==> src/rtl/muldiv_pkg.sv <==
// muldiv_pkg: shared op codes, FSM states and constants for the M-extension sequencer
// Optional feature macro used by muldiv_unit: MULDIV_FAST_MUL_EN
package muldiv_pkg;
    localparam logic [2:0] OP_MUL    = 3'b000;
    localparam logic [2:0] OP_MULH   = 3'b001;
    localparam logic [2:0] OP_MULHSU = 3'b010;
    localparam logic [2:0] OP_MULHU  = 3'b011;
    localparam logic [2:0] OP_DIV    = 3'b100;
    localparam logic [2:0] OP_DIVU   = 3'b101;
    localparam logic [2:0] OP_REM    = 3'b110;
    localparam logic [2:0] OP_REMU   = 3'b111;
    localparam logic [31:0] DIV0_QUOT = 32'hFFFF_FFFF;
    localparam logic [31:0] INT_MIN   = 32'h8000_0000;
    typedef enum logic [1:0] {S_IDLE, S_CALC, S_FIX, S_DONE} muldiv_state_t;
endpackage

==> src/rtl/muldiv_step.sv <==
// muldiv_step: one combinational iteration of shift-add multiply or restoring divide
// Ports: is_div selects divide step; acc is the 64-bit working register; opnd is the
// multiplicand/divisor magnitude; nxt is the working register after this step.
module muldiv_step (
    input  logic        is_div,
    input  logic [63:0] acc,
    input  logic [31:0] opnd,
    output logic [63:0] nxt
);
    logic [32:0] sum;
    logic [33:0] diff;
    always_comb begin
        sum  = {1'b0, acc[63:32]} + (acc[0] ? {1'b0, opnd} : 33'd0);
        // acc[63] is the bit shifted out of the partial remainder; keep it in the trial subtract
        diff = {1'b0, acc[63:31]} - {2'b0, opnd};
        nxt  = is_div ? (diff[33] ? {acc[62:0], 1'b0} : {diff[31:0], acc[30:0], 1'b1})
                      : {sum, acc[31:1]};
    end
endmodule

==> src/rtl/muldiv_unit.sv <==
// muldiv_unit: iterative RV32M multiply/divide sequencer with pipeline stall
// Ports: clk, rst (async, active high); start/op/a/b request; kill flush;
// stall pipeline hold; busy FSM not idle; done one-cycle pulse; result value.
// Config: MULDIV_FAST_MUL_EN selects a single-cycle array multiplier for mul ops.
import muldiv_pkg::*;
module muldiv_unit #(
    parameter int XLEN = 32
) (
    input  logic            clk,
    input  logic            rst,
    input  logic            start,
    input  logic [2:0]      op,
    input  logic [XLEN-1:0] a,
    input  logic [XLEN-1:0] b,
    input  logic            kill,
    output logic            stall,
    output logic            busy,
    output logic            done,
    output logic [XLEN-1:0] result
);
    muldiv_state_t state;
    logic [4:0]  cnt;
    logic [2:0]  op_r;
    logic [31:0] mb_r;
    logic        sgn;
    logic [63:0] acc;
    logic [63:0] nxt;
    logic        a_sgn, b_sgn, sa, sb, sign, special;
    logic [31:0] ma, mb, spec_val, fix_val, q, r;
    logic [63:0] p;
    muldiv_step u_step (
        .is_div (op_r[2]),
        .acc    (acc),
        .opnd   (mb_r),
        .nxt    (nxt)
    );
    always_comb begin
        a_sgn    = op[2] ? !op[0] : (op != OP_MULHU);
        b_sgn    = op[2] ? !op[0] : !op[1];
        sa       = a_sgn & a[31];
        sb       = b_sgn & b[31];
        ma       = sa ? -a : a;
        mb       = sb ? -b : b;
        // remainder follows the dividend; everything else is the xor of operand signs
        sign     = (op == OP_REM) ? sa : sa ^ sb;
        special  = op[2] & ((b == 32'd0) | (!op[0] & (a == INT_MIN) & (b == 32'hFFFF_FFFF)));
        spec_val = (b == 32'd0) ? (op[1] ? a : DIV0_QUOT) : (op[1] ? 32'd0 : INT_MIN);
        p        = sgn ? -acc : acc;
        q        = sgn ? -acc[31:0] : acc[31:0];
        r        = sgn ? -acc[63:32] : acc[63:32];
        fix_val  = op_r[2] ? (op_r[1] ? r : q) : (op_r == OP_MUL ? p[31:0] : p[63:32]);
        stall    = (start & (state == S_IDLE) & ~kill) | (state == S_CALC) | (state == S_FIX);
        busy     = state != S_IDLE;
    end
    always_ff @(posedge clk or posedge rst) begin
        if (rst) begin
            state  <= S_IDLE;
            cnt    <= '0;
            op_r   <= '0;
            mb_r   <= '0;
            sgn    <= 1'b0;
            acc    <= '0;
            done   <= 1'b0;
            result <= '0;
        end else if (kill) begin
            state <= S_IDLE;
            done  <= 1'b0;
        end else begin
            case (state)
                S_IDLE: if (start) begin
                    op_r <= op;
                    mb_r <= mb;
                    sgn  <= sign;
                    acc  <= {32'd0, ma};
                    cnt  <= 5'd31;
                    if (special) begin
                        result <= spec_val;
                        done   <= 1'b1;
                        state  <= S_DONE;
                    end else begin
                        state <= S_CALC;
                    end
                end
                S_CALC: begin
`ifdef MULDIV_FAST_MUL_EN
                    acc <= op_r[2] ? nxt : 64'(acc[31:0]) * 64'(mb_r);
                    cnt <= cnt - 5'd1;
                    if (!op_r[2] || cnt == 5'd0) state <= S_FIX;
`else
                    acc <= nxt;
                    cnt <= cnt - 5'd1;
                    if (cnt == 5'd0) state <= S_FIX;
`endif
                end
                S_FIX: begin
                    result <= fix_val;
                    done   <= 1'b1;
                    state  <= S_DONE;
                end
                S_DONE: begin
                    done  <= 1'b0;
                    state <= S_IDLE;
                end
            endcase
        end
    end
endmodule

==> config.mk <==
export PLATFORM = sky130hd
export DESIGN_NAME = muldiv_unit
export DESIGN_NICKNAME = d
export VERILOG_FILES = /design/src/rtl/muldiv_pkg.sv /design/src/rtl/muldiv_step.sv /design/src/rtl/muldiv_unit.sv
export SDC_FILE = /design/constraint.sdc
export NUM_CORES = 1
export LEC_CHECK = 0
export ABC_AREA = 1
export BUFFER_PORTS_ARGS = -buffer_cell sky130_fd_sc_hd__buf_2
export CORE_ASPECT_RATIO = 0.5
export CORE_MARGIN = 2
export CORE_UTILIZATION = 40
export DETAILED_ROUTE_END_ITERATION = 16
export GPL_ROUTABILITY_DRIVEN = 0
export GPL_TIMING_DRIVEN = 1
export HOLD_SLACK_MARGIN = 0.1
export PLACE_DENSITY = 0.64
export SKIP_CTS_REPAIR_TIMING = 1
export SYNTH_ARGS = -nofsm -noshare
export SYNTH_HDL_FRONTEND = slang
export SYNTH_SLANG_ARGS = --single-unit
==> constraint.sdc <==
create_clock -name clk -period 5.7 [get_ports clk]
set_input_delay 0 -clock clk [delete_from_list [all_inputs] [get_ports clk]]
set_output_delay 0 -clock clk [all_outputs]
set_load 0.02 [all_outputs]
Word level (Yosys, flattened, before mapping)

Index checks and enable logic that the tools add are counted.

Bits in registers: 140

Eq/ne operators: 12
Reduce and logical (&&, ||, !) cells: 15
Muxes and demuxes: 33
Bitwise gates (word level): 12
Add/sub/neg operators: 8

Operator list:

| operator                                                           | number |
|---|---|
| 32-bit 2-to-1 mux                                                  | 13 |
| 64-bit 2-to-1 mux                                                  | 4 |
| 32-bit negation                                                    | 4 |
| 64-bit case mux with 2 select lines                                | 1 |
| 32-bit equality test, second input constant                        | 2 |
| 64-bit negation                                                    | 1 |
| 32-bit case mux with 2 select lines                                | 1 |
| 33-bit by 32-bit subtractor with 34-bit output                     | 1 |
| 32-bit by 33-bit adder with 33-bit output                          | 1 |
| 32-bit logical NOT                                                 | 1 |
| 5-bit case mux with 2 select lines                                 | 1 |
| 3-bit AND reduction                                                | 3 |
| 2-bit 2-to-1 mux                                                   | 4 |
| 2-bit case mux with 4 select lines                                 | 1 |
| 1-bit bitwise AND                                                  | 7 |
| 1-bit 2-to-1 mux                                                   | 6 |
| 3-bit by 2-bit != test with 1-bit output, second input constant    | 2 |
| 3-bit != test, second input constant                               | 2 |
| 2-bit nonzero test                                                 | 3 |
| 5-bit logical NOT                                                  | 1 |
| 5-bit 2-to-1 mux                                                   | 1 |
| 5-bit by 1-bit subtractor with 5-bit output, second input constant | 1 |
| 2-bit equality test, second input constant                         | 2 |
| 2-bit != test, second input constant                               | 2 |
| other kinds (12)                                                   | 15 |

Depth between registers and ports, before layout

Depth in word-level cells: 9
Gate-level depth with buffers: 22

By module

A second synthesis with hierarchy kept.

Cell total of the unflattened synthesis: 3256
Area total of the unflattened synthesis: 18093.6 um^2

By module, submodules not included:

| module      | area each (um^2) | instances | cells an instance |
|---|---|---|---|
| muldiv_unit | 11930.2          | 1         | 1980 |
| muldiv_step | 6163.4           | 1         | 1276 |

Least setup slack after synthesis

No wires, ideal clock.

Path kind: reg-to-reg
Start: reg acc[0]
End: reg acc[59]
Required time: 5.584 ns
Setup time: 0.116 ns
Data arrival time: 2.559 ns
Path buffers: 2
Slack: 3.024 ns
Cell stages (with the launch flop): 22
Clock period less this slack: 2.676 ns
Cell sequence: dfrtp_1 -> buf_2 -> clkbuf_1 -> nand2_1 -> inv_1 -> ha_1 -> inv_1 -> fa_1 -> inv_1 -> nand2_1 -> o21ai_0 -> nand2_1 -> nand2_1 -> nand2_1 -> nand2_1 -> nand3_1 -> nand3_1 -> nand2_1 -> nor2_1 -> nor2_1 -> nand2_1 -> nand2_1

Cells in the longest elaborated chain, start to end: 4

RTL lines:

| item                                      | RTL line          | RTL |
|---|---|---|
| from (decl)                               | muldiv_unit.sv:26 | `logic [63:0] acc;` |
| from (signal assigned)                    | muldiv_unit.sv:74 | `acc <= {32'd0, ma};` |
| from (signal assigned)                    | muldiv_unit.sv:90 | `acc <= nxt;` |
| 32-bit 2-to-1 mux                         | muldiv_step.sv:13 | `sum = {1'b0, acc[63:32]} + (acc[0] ? {1'b0, opnd} : 33'd0);` |
| 32-bit by 33-bit adder with 33-bit output | muldiv_step.sv:13 |  |
| 64-bit 2-to-1 mux                         | muldiv_step.sv:16 | `nxt = is_div ? (diff[33] ? {acc[62:0], 1'b0} : {diff[31:0], acc[30:0], 1'b1})` |
| 64-bit case mux with 2 select lines       | muldiv_unit.sv:69 | `case (state)` |

Every way passes these cells.
A chain may end at the register's enable or synchronous reset.

Worst setup path in the final report

Start: reg state[1]
End: reg cnt[3]

Cells in the longest elaborated chain, start to end: 3

RTL lines:

| item                                                                                | RTL line          | RTL |
|---|---|---|
| from (decl)                                                                         | muldiv_unit.sv:21 | `muldiv_state_t state;` |
| from (signal assigned)                                                              | muldiv_unit.sv:57 | `state <= S_IDLE;` |
| from (signal assigned)                                                              | muldiv_unit.sv:66 | `state <= S_IDLE;` |
| from (signal assigned)                                                              | muldiv_unit.sv:79 | `state <= S_DONE;` |
| 2-bit by 1-bit equality test with 1-bit output or 2-bit logical NOT (tied branches) | muldiv_unit.sv:69 |  |
| 2-bit nonzero test (no line) or 2-bit != test (tied branches)                       | -                 |  |
| 3-bit AND reduction (no line)                                                       | -                 |  |
| to (signal assigned)                                                                | muldiv_unit.sv:91 | `cnt <= cnt - 5'd1;` |
| to (decl)                                                                           | muldiv_unit.sv:22 | `logic [4:0] cnt;` |

Several ways; a longest one is shown, not always the timed one.

==> metrics.yaml <==
outcome: "completed"
maxCapViolCount: 0
setup.worst_path.start_class: "register"
wl_um: 70800
synth_nets: 3269
max_stage_delay_ps: 860
clock_power_share_pct: 10.4
synth-seq-area-share_pct: 20.1
gr-total-overflow: 0
worstPathArrival_ps: 4210
core-area_mm2: 0.0433
layoutNonFillerInstCount: 3815
first_pass_iters: 7
synth_cell_types: 45
antenna_found_initial: 1
period_minus_slack_ps: 3860
clock_latency_ps: 480
placedCellCount: 3716
dieArea_mm2: 0.0454
ys_seq_elements: 140
drtAntennaViolNets: 0
hp-class: "input port to register"
routed-via-count: 21300
dieWidth_um: 299
clock_tree.buffer_depth: 2
fmax_mhz: 259
htree_num_levels: 4
avgViaCountPerCell: 5.59
hpwlAfterDp_um: 54200
path_class: "register to register"
p_leak_uw: 0.0103
cts_sinks: 140
synthFlopType: "dfrtp_1"
nFillCells: 4688
register_area_mm2: 0.00351
drtIter0Drc: 2800
rows: 54
grt_pass1_wl_um: 105000
track_usage_pct: 30.1
drc: 0
io_pins: 106
grt_setup_unrepaired: "no"
power_frac_seq_pct: 18.9
initial_core_util_pct: 40.3
finalNetCount: 3361
cts_made_buffers: 17
worst_ir_drop_vdd_uv: 320
syn-cell-area_mm2: 0.0175
crit_required_ps: 6060
rrSetupSlack_ps: 1840
slowest_stage: "inv_2"
p_per_area_mw_per_mm2: 594
power.switching_uw: 7090
slew_headroom_pct: 15.3
drive_gt1_share_pct: 6.85
multi_input_area_mm2: 0.0119
cp_cell_sequence: "inv_1 > ha_1 > clkinv_1 > nor2_4 > nor2_4 > inv_2 > nand3_1 > nand2_1 > nand3_1"
comb_power_share_pct: 70.7
clkTransAtPathRegs_ps: 70
p_int_uw: 4540
final.setup.tns_ps: 0
cp.buffers_inverters: 3
crit_fanout: 58
synth.avg_cell_area_um2: 5.59
wl_per_cell_um: 18.6
die_height_um: 152
worst_pin_slew_ps: 1270
timing_hold_violations_final: 0
synth_edf_count: 0
yosys_warnings: 0
grt_max_degree: 93
p_sw_share_pct: 61.0
port_buffers: 105
ys_async_sr_fraction_pct: 100
path_delay_family: "simple AND/OR/NAND/NOR gates"
area.growth.synth_to_final_pct: 12.1
cts_tree: "done"
hold_ws_ps: 37.5
cts-root-buf: "clkbuf_16"
slew_viol_final: 0
skew_ps: 13.5
finalSetupViolations: 0
grt_pass1_vias: 18300
netlist_instances: 3121
finalCritPeriodShare_pct: 67.7
worstSetupEndpointType: "register"
[synthesized netlist by cell type (all sizes together), types with 11 or more instances]
library cell / instances / area share, %
a31oi: 29 / 1.0
inv: 397 / 8.5
a21oi: 174 / 5.2
o211ai: 11 / 0.47
clkbuf: 56 / 1.2
nand3b: 11 / 0.47
nand4: 32 / 1.2
xnor2: 18 / 0.90
ha: 75 / 5.4
buf: 53 / 1.7
nor3: 26 / 0.95
nor2: 364 / 8.3
nand3: 416 / 12
nand2: 989 / 21
xor2: 45 / 2.3
dfrtp: 140 / 20
o21ai: 237 / 6.9
[logic make-up after synthesis]
group / count (synthesis) / share of synthesized area, %
compound gates: 480 / 14.8
flops: 140 / 20.1
simple gates: 1851 / 44.9
fa+ha+maj: 77 / 5.60
xor+xnor: 63 / 3.16
buf+inv: 510 / 11.5
[state kept, by name (all words and copies together) (netlist names)]
register	count
state	2
mb_r	32
op_r	3
sgn	1
done	1
acc	64
result	32
cnt	5
[final timing paths]
check	startpoint	end	cells after the start
worst max-delay path	state[1]	cnt[3]	9
worst min-delay path	b[1]	mb_r[1]	5
worst max register to register	state[1]	cnt[3]	9
worst min register to register	result[3]	result[3]	2
max in group asynchronous	rst	acc[62]	4
min in group asynchronous	rst	result[6]	3
[per-layer routing]
layer  track usage (%)  wire length, um
met5                 0               13
met4              17.3             4130
met3              6.49             6940
met2              46.1            30400
met1              39.3            29300
[cells in the final DEF, fill, tap and decap left out, types with 9 or more instances in the layout]
cell type / n
a21oi_1: 165
a21oi_2: 9
a31oi_1: 29
buf_2: 105
buf_4: 11
clkbuf_16: 17
dfrtp_1: 138
dlygate4sd3_1: 66
ha_1: 75
inv_1: 384
inv_2: 12
nand2_1: 978
nand2_2: 9
nand3_1: 414
nand3b_1: 11
nand4_1: 31
nor2_1: 345
nor2_2: 13
nor3_1: 20
o211ai_1: 11
o21ai_0: 200
o21ai_1: 34
xnor2_1: 18
xor2_1: 45
[per-stage QoR]
stage	setup WS (ps)	area (um2)	power, uW	util [%]
3_3_place_gp	2030	18300	9990	42.3
4_1_cts	1960	18900	11300	43.7
3_5_place_dp	1980	18300	10100	42.3
6_report	1840	19600	11600	45.2
5_1_grt	1590	19600	12500	45.2
2_1_floorplan	1950	17500	7780	-
[final cells by class]
type,instances,area share [%]
inverter,401,7.72
timing repair buffer,182,6.48
sequential,140,17.9
antenna,1,0.0128
tap,588,3.76
clock inverter,15,0.895
multi-input combinational,2471,61.0
clock buffer,17,2.17
[tightest hold or removal path: stages]
cell and delay, ps:
buf_2 110, inv_1 90, a21oi_1 70, o21ai_0 110, o21ai_0 90
[power by group through the flow]
stage	sequential (uW)	combinational, uW	clock [uW]
finish	2200	8220	1210
global route	2220	9080	1250
CTS	2150	7940	1200
detailed placement	2170	7880	0
global placement	2160	7830	0
floorplan	1740	6030	0
Power figures use the tool's default switching activity.
